**src/rtl/trap_unit.sv**
```systemverilog
// trap_unit: machine-mode trap sequencer feeding the CSR file's implicit ports.
//
// Accepts synchronous exceptions, external interrupts and MRET from the
// pipeline. The request and the three CSR reads (mstatus, mtvec, mepc) are
// captured in IDLE. The trap state is written in WRITE. A one-cycle redirect
// to fetch follows in REDIRECT.
//
// state    | meaning
// ---------+-----------------------------------------------------------
// IDLE     | reads enabled, sampling exc/mret/irq requests
// WRITE    | busy, implicit CSR writes (4 slots for trap, slot0 for MRET)
// REDIRECT | busy, redirect_valid pulse with redirect_pc/new_mode
//
// Ports:
//   clk, reset              clock, synchronous active-high reset
//   exc_valid/cause/tval    synchronous exception request
//   trap_pc                 PC of the trapping/interrupted instruction
//   irq_valid/cause         pending enabled interrupt (level)
//   mret_valid              MRET retiring
//   mode                    current privilege
//   csr_impl_*              implicit CSR read/write ports, 4 slots
//   busy                    sequencer active
//   redirect_valid/pc       one-cycle fetch redirect
//   new_mode                privilege after redirect
module trap_unit #(
    parameter bit         VECTORED_EN = 1'b1,
    parameter logic [1:0] RESET_MODE  = 2'b11
) (
    input  logic         clk,
    input  logic         reset,
    input  logic         exc_valid,
    input  logic [4:0]   exc_cause,
    input  logic [31:0]  exc_tval,
    input  logic [31:0]  trap_pc,
    input  logic         irq_valid,
    input  logic [4:0]   irq_cause,
    input  logic         mret_valid,
    input  logic [1:0]   mode,
    output logic [3:0]   csr_impl_read_enable,
    output logic [47:0]  csr_impl_addrs_r,
    input  logic [127:0] csr_impl_csr,
    output logic [3:0]   csr_impl_write_enable,
    output logic [47:0]  csr_impl_addrs_w,
    output logic [127:0] csr_impl_write_data,
    output logic         busy,
    output logic         redirect_valid,
    output logic [31:0]  redirect_pc,
    output logic [1:0]   new_mode
);

    localparam logic [11:0] CSR_MSTATUS = 12'h300;
    localparam logic [11:0] CSR_MTVEC   = 12'h305;
    localparam logic [11:0] CSR_MEPC    = 12'h341;
    localparam logic [11:0] CSR_MCAUSE  = 12'h342;
    localparam logic [11:0] CSR_MTVAL   = 12'h343;

    typedef enum logic [1:0] {
        S_IDLE     = 2'd0,
        S_WRITE    = 2'd1,
        S_REDIRECT = 2'd2
    } state_t;

    state_t      state_q, state_d;

    logic        is_irq_q, is_mret_q;
    logic [4:0]  cause_q;
    logic [31:0] tval_q;
    logic [29:0] pc_q;
    logic [1:0]  mode_q;
    logic [31:0] mstatus_q, mtvec_q, mepc_q;
    logic [31:0] redirect_pc_q;
    logic [1:0]  new_mode_q;

    logic [31:0] rd_mstatus, rd_mtvec, rd_mepc;
    logic        accept, take_irq, take_mret;
    logic [4:0]  cause_sel;
    logic [31:0] tval_sel;

    logic [31:0] mstatus_new;
    logic [31:0] trap_base;
    logic [31:0] redirect_pc_d;
    logic [1:0]  new_mode_d;

    // Slot 3 read data is never requested (address 0, enable 0).
    logic unused_rd_slot3;
    assign unused_rd_slot3 = ^csr_impl_csr[127:96];

    assign rd_mstatus = csr_impl_csr[31:0];
    assign rd_mtvec   = csr_impl_csr[63:32];
    assign rd_mepc    = csr_impl_csr[95:64];

    // Request arbitration: exc > MRET > irq. MRET outside M-mode becomes
    // an illegal-instruction exception (cause 2, tval 0).
    always_comb begin
        accept    = 1'b0;
        take_irq  = 1'b0;
        take_mret = 1'b0;
        cause_sel = 5'd0;
        tval_sel  = 32'd0;
        if (exc_valid) begin
            accept    = 1'b1;
            cause_sel = exc_cause;
            tval_sel  = exc_tval;
        end else if (mret_valid) begin
            accept = 1'b1;
            if (mode == 2'b11) begin
                take_mret = 1'b1;
            end else begin
                cause_sel = 5'd2;
            end
        end else if (irq_valid && (rd_mstatus[3] || mode != 2'b11)) begin
            accept    = 1'b1;
            take_irq  = 1'b1;
            cause_sel = irq_cause;
        end
    end

    always_comb begin
        state_d = state_q;
        case (state_q)
            S_IDLE:     if (accept) state_d = S_WRITE;
            S_WRITE:    state_d = S_REDIRECT;
            S_REDIRECT: state_d = S_IDLE;
            default:    state_d = S_IDLE;
        endcase
    end

    // mstatus update: trap pushes MIE into MPIE and records the old mode;
    // MRET pops MPIE back into MIE and drops MPP to U.
    always_comb begin
        mstatus_new = mstatus_q;
        if (is_mret_q) begin
            mstatus_new[3]     = mstatus_q[7];
            mstatus_new[7]     = 1'b1;
            mstatus_new[12:11] = 2'b00;
        end else begin
            mstatus_new[12:11] = mode_q;
            mstatus_new[7]     = mstatus_q[3];
            mstatus_new[3]     = 1'b0;
        end
    end

    // mtvec MODE values 2 and 3 fall back to direct.
    always_comb begin
        trap_base = {mtvec_q[31:2], 2'b00};
        if (is_mret_q) begin
            redirect_pc_d = mepc_q;
            new_mode_d    = mstatus_q[12:11];
        end else begin
            redirect_pc_d = trap_base;
            if (VECTORED_EN && mtvec_q[1:0] == 2'b01 && is_irq_q) begin
                redirect_pc_d = trap_base + {25'd0, cause_q, 2'b00};
            end
            new_mode_d = 2'b11;
        end
    end

    always_comb begin
        csr_impl_read_enable  = 4'b0000;
        csr_impl_addrs_r      = {12'h000, CSR_MEPC, CSR_MTVEC, CSR_MSTATUS};
        csr_impl_write_enable = 4'b0000;
        csr_impl_addrs_w      = 48'd0;
        csr_impl_write_data   = 128'd0;
        if (state_q == S_IDLE) begin
            csr_impl_read_enable = 4'b0111;
        end
        if (state_q == S_WRITE) begin
            csr_impl_addrs_w[11:0]     = CSR_MSTATUS;
            csr_impl_write_data[31:0]  = mstatus_new;
            if (is_mret_q) begin
                csr_impl_write_enable = 4'b0001;
            end else begin
                csr_impl_write_enable        = 4'b1111;
                csr_impl_addrs_w[23:12]      = CSR_MEPC;
                csr_impl_addrs_w[35:24]      = CSR_MCAUSE;
                csr_impl_addrs_w[47:36]      = CSR_MTVAL;
                csr_impl_write_data[63:32]   = {pc_q, 2'b00};
                csr_impl_write_data[95:64]   = {is_irq_q, 26'd0, cause_q};
                csr_impl_write_data[127:96]  = tval_q;
            end
        end
    end

    always_ff @(posedge clk) begin
        if (reset) begin
            state_q       <= S_IDLE;
            is_irq_q      <= 1'b0;
            is_mret_q     <= 1'b0;
            cause_q       <= 5'd0;
            tval_q        <= 32'd0;
            pc_q          <= 30'd0;
            mode_q        <= 2'b00;
            mstatus_q     <= 32'd0;
            mtvec_q       <= 32'd0;
            mepc_q        <= 32'd0;
            redirect_pc_q <= 32'd0;
            new_mode_q    <= RESET_MODE;
        end else begin
            state_q <= state_d;
            if (state_q == S_IDLE && accept) begin
                is_irq_q  <= take_irq;
                is_mret_q <= take_mret;
                cause_q   <= cause_sel;
                tval_q    <= tval_sel;
                pc_q      <= trap_pc[31:2];
                mode_q    <= mode;
                mstatus_q <= rd_mstatus;
                mtvec_q   <= rd_mtvec;
                mepc_q    <= rd_mepc;
            end
            // Loaded on entry to REDIRECT so the target is stable for the
            // pulse and held afterwards.
            if (state_q == S_WRITE) begin
                redirect_pc_q <= redirect_pc_d;
                new_mode_q    <= new_mode_d;
            end
        end
    end

    assign busy           = (state_q != S_IDLE);
    assign redirect_valid = (state_q == S_REDIRECT);
    assign redirect_pc    = redirect_pc_q;
    assign new_mode       = new_mode_q;

endmodule

```
**config.mk**
```make
export PLATFORM = sky130hd
export DESIGN_NAME = trap_unit
export DESIGN_NICKNAME = d
export VERILOG_FILES = /design/src/rtl/trap_unit.sv
export SDC_FILE = /design/constraint.sdc
export NUM_CORES = 1
export LEC_CHECK = 0
export ABC_AREA = 0
export CORE_AREA = 2 2 188 190
export DETAILED_ROUTE_END_ITERATION = 16
export DIE_AREA = 0 0 190 192
export PLACE_DENSITY_LB_ADDON = 0.12
export SYNTH_ARGS = -nofsm -noshare
export SYNTH_HDL_FRONTEND = slang
export SYNTH_SLANG_ARGS = --single-unit
```
**constraint.sdc**
```tcl
create_clock -name clk -period 2.63 [get_ports clk]
set_clock_uncertainty 0.05 [all_clocks]
set_input_delay 0.263 -clock clk [delete_from_list [all_inputs] [get_ports clk]]
set_output_delay 0.263 -clock clk [all_outputs]
set_load 0.01 [all_outputs]
```
==> flow_metrics.py, run 1 <==
metrics = {
    "pwr": {
        "leakagePower_nw": 5.95,
        "vdd_drop_max_mv": 0.476,
        "cellPowerDensity_nw_per_um2": 610,
    },
    "floorplan": {
        "initial_utilization_pct": 28.4,
        "ios": 477,
        "std_cell_rows": 68,
        "die_width_um": 190,
        "die_height_um": 192,
        "coreArea_sq_um": 34300,
        "die_area_sq_um": 36500,
    },
    "timing": {
        "rsz0062_at_grt": "true",
        "worst_pin_slew_ns": 0.599,
        "slew_violations": 0,
        "fin_crit_sh_pct": 95.5,
        "relSlewSlack_pct": 60.1,
        "fin_crit_ns": 2.51,
        "setup_tns_ns": 0,
        "fin_ws_ns": 0.117,
        "setup_violations": 0,
        "fmax_ghz": 0.398,
        "hold_viol_final": 0,
    },
    "placed_design": {
        "post-place-ws_ns": 0.209,
        "dp.cells": 1928,
        "hpwl_um": 24300,
        "dpl_cell_area_sq_um": 13000,
        "port_buffers": 332,
        "globalplace.congestion": 0.811,
    },
    "setup_path": {
        "crit_buf_inv": 4,
        "critPathMaxFanout": 36,
        "critical_path_class": "reg2out",
        "slowest_delay_ns": 0.54,
        "crit_path_end_kind": "output pin",
        "cp.arrival_ns": 2.20,
        "path_delay_family": "buffers and inverters",
        "crit_chain": "nand2b_2 -> inv_2 -> nand2b_2 -> clkinv_4 -> buf_12 -> and2_1 -> clkdlybuf4s50_1",
        "cpMostUsedCell": "nand2b_2",
        "cp_slowest_cell": "clkdlybuf4s50_1",
        "critPathRequiredTime_ns": 2.32,
        "start_kind": "flop",
    },
    "layout": {
        "nNetsFinal": 1717,
        "diodes": 0,
        "area_growth_pct": 43.3,
        "layout.cells.non_filler": 1976,
        "design_area_sq_um": 14000,
        "fillers": 3556,
        "drive_above_1_share_pct": 5.65,
    },
    "route": {
        "dr.pass1.iters": 4,
        "wire_per_inst_um": 17.3,
        "drt-vias-per-instance": 4.53,
        "drt-initial-drc-count": 344,
        "route.detailed.drc": 0,
        "totalWireLength_um": 34300,
        "final_antenna_net_count": 0,
        "num_vias": 8945,
    },
    "clocking": {
        "path_clk_slew_ns": 0.06,
        "clock_latency_ns": 0.54,
        "clock-sinks": 203,
        "numCtsBuffers": 26,
        "clockBufferDepth": 3,
        "tritoncts": "built",
        "cts_root_buf": "clkbuf_16",
        "cts_hold_buf": 0,
        "cts.htree.levels": 1,
    },
    "global_routing": {
        "grtUsageMet3_pct": 6.36,
        "grt_pass1_vias": 8706,
        "overflow": 0,
        "grt_pass1_wl_um": 51100,
        "grt_use_total_pct": 17.9,
        "grt_util_met1_pct": 21.4,
        "grt_use_met2_pct": 31.2,
        "antenna_found_initial": 1,
        "grt.busiest_layer": "met2",
        "grt_max_degree": 76,
    },
    "logic_synthesis": {
        "yosysTopAreaCellShare_pct": 41.7,
        "synth-seq-cells": 203,
        "ys.flop_type": "dfxtp_1",
        "synth_warnings": 0,
        "postSynthCellCount": 1223,
        "synth_top_area_cell": "dfxtp_1",
        "synth_edf_count": 0,
        "ys_async_sr_fraction_pct": 0,
        "yosysMostFrequentCell": "nand2_1",
        "synth_common_cells": "nand2_1 (285), dfxtp_1 (203), a21oi_1 (162)",
        "synth_cell_types": 69,
        "seq_area_frac_synth_pct": 41.7,
        "synth_area_sq_um": 9740,
        "synth.avg_cell_area_sq_um": 7.96,
        "synth_area_leaders": "dfxtp_1 (42%), nand2_1 (11%), buf_4 (9.9%)",
    },
    "hold_path": {
        "hold_path.class": "in2reg",
    },
    "status": {
        "status": "finished, final reports clean",
    },
    "job": {
        "drv_cap": 0,
    },
}
## worst reg2reg max path, stage by stage, from the launching register on
cell	delay, ns
dfxtp_1	0.33
ha_1	0.23
fa_1	0.43
a21oi_1	0.28
o21ai_0	0.21
buf_12	0.19
and4_2	0.22
o21ai_0	0.25
a31oi_1	0.12
## cells in the final DEF (no fill, tap or decap), types with 3 or more instances in the layout
cell / netlist / layout
o22ai_1: 9 / 9
dlymetal6s2s_1: 0 / 28
conb_1: 2 / 110
and2_1: 100 / 100
o221ai_1: 4 / 4
nor3_1: 10 / 10
clkbuf_16: 0 / 27
xor2_1: 6 / 6
nand3_1: 17 / 17
nor4_1: 3 / 3
nand3b_1: 6 / 6
a22o_1: 35 / 35
inv_1: 9 / 7
clkbuf_1: 78 / 9
nor3b_1: 5 / 4
nand4_1: 12 / 12
and4_1: 3 / 3
a22oi_1: 4 / 4
a31oi_1: 6 / 6
and3_1: 23 / 23
nand2_1: 285 / 285
ha_1: 5 / 5
o21ai_0: 6 / 6
buf_12: 0 / 8
buf_4: 129 / 18
a221oi_1: 4 / 4
dfxtp_1: 203 / 203
clkdlybuf4s50_1: 0 / 301
nor2_1: 25 / 24
clkbuf_8: 4 / 8
a21oi_1: 162 / 162
o21bai_1: 3 / 3
a211oi_1: 3 / 3
xnor2_1: 7 / 7
## kinds of logic after synthesis
logic type,synth area share (%)
xor gates and xnor gates,1.17
adders and majority gates,0.848
and+or+nand+nor,24.9
DFF,41.7
buffers and inverters,14.2
other,0.0771
muxes,0.206
AOI/OAI and AO/OA,16.8
## power by group
part	total, mW	switching [mW]	internal, mW
clock	3.45	1.40	2.05
sequential	3.47	0.152	3.32
combinational	1.60	0.859	0.739
total	8.52	2.41	6.11
## cell type report
type / count / area [sq um] / area share (%)
timing repair buffer: 360 / 3720 / 26.7
inverter: 10 / 42.5 / 0.305
clock buffer: 43 / 795 / 5.69
sequential: 203 / 4060 / 29.1
tap: 455 / 569 / 4.08
clock inverter: 4 / 37.5 / 0.269
multi-input combinational: 901 / 4720 / 33.9
## per-layer routing
| layer | share of wire [%] | vias to the layer above |
|---|---|---|
| li1 | - | 4422 |
| met1 | 42 | 4204 |
| met4 | 1.1 | 2 |
| met3 | 8.5 | 29 |
| met2 | 49 | 288 |
| met5 | 0.038 | - |
## flip-flops by register name (all words and copies together) (netlist names), 5 cells and up
signal / flops
cause_q: 5
redirect_pc: 32
mepc_q: 32
tval_q: 32
mtvec_q: 32
pc_q: 30
mstatus_q: 32
## final timing paths
check             start                 endpoint  slack (ns)  cells after the start
max          state_q[1]  csr_impl_write_data[59]        0.12                      7
min               reset               state_q[0]        0.06                      2
max reg2reg  cause_q[0]          redirect_pc[10]        0.20                      8
min reg2reg     pc_q[4]                  pc_q[4]        0.40                      2
## through the flow
step	util, %	hold WS (ns)	power (mW)
floorplan	-	0.339	4.47
global placement	37.9	0.387	5.13
detailed placement	37.9	0.393	5.14
CTS	40.4	0.0408	8.66
global route	40.7	0.0610	8.97
finish	40.7	0.0597	8.52
## timing repair
action                     CTS  global route
cloned                       0             1
setup buffers                0             0
setup endpoints to repair   38            46
resized for setup            6            30
(Power assumes the default switching activity.)
==> run 2, diff against run 1 <==
--- a/config.mk
+++ b/config.mk
@@ -7,6 +7,7 @@
 export LEC_CHECK = 0
 export ABC_AREA = 0
 export CORE_AREA = 2 2 188 190
+export CTS_CLUSTER_DIAMETER = 100
 export DETAILED_ROUTE_END_ITERATION = 16
 export DIE_AREA = 0 0 190 192
 export PLACE_DENSITY_LB_ADDON = 0.12
==> results of run 2 <==
The final DEF is identical to that of run 1; final timing and power are the same.
==> run 3, diff against run 2 <==
--- a/config.mk
+++ b/config.mk
@@ -6,6 +6,7 @@
 export NUM_CORES = 1
 export LEC_CHECK = 0
 export ABC_AREA = 0
+export CAP_MARGIN = 20
 export CORE_AREA = 2 2 188 190
 export CTS_CLUSTER_DIAMETER = 100
 export DETAILED_ROUTE_END_ITERATION = 16
==> results of run 3 <==
The final DEF is identical to that of run 1; final timing and power are the same.
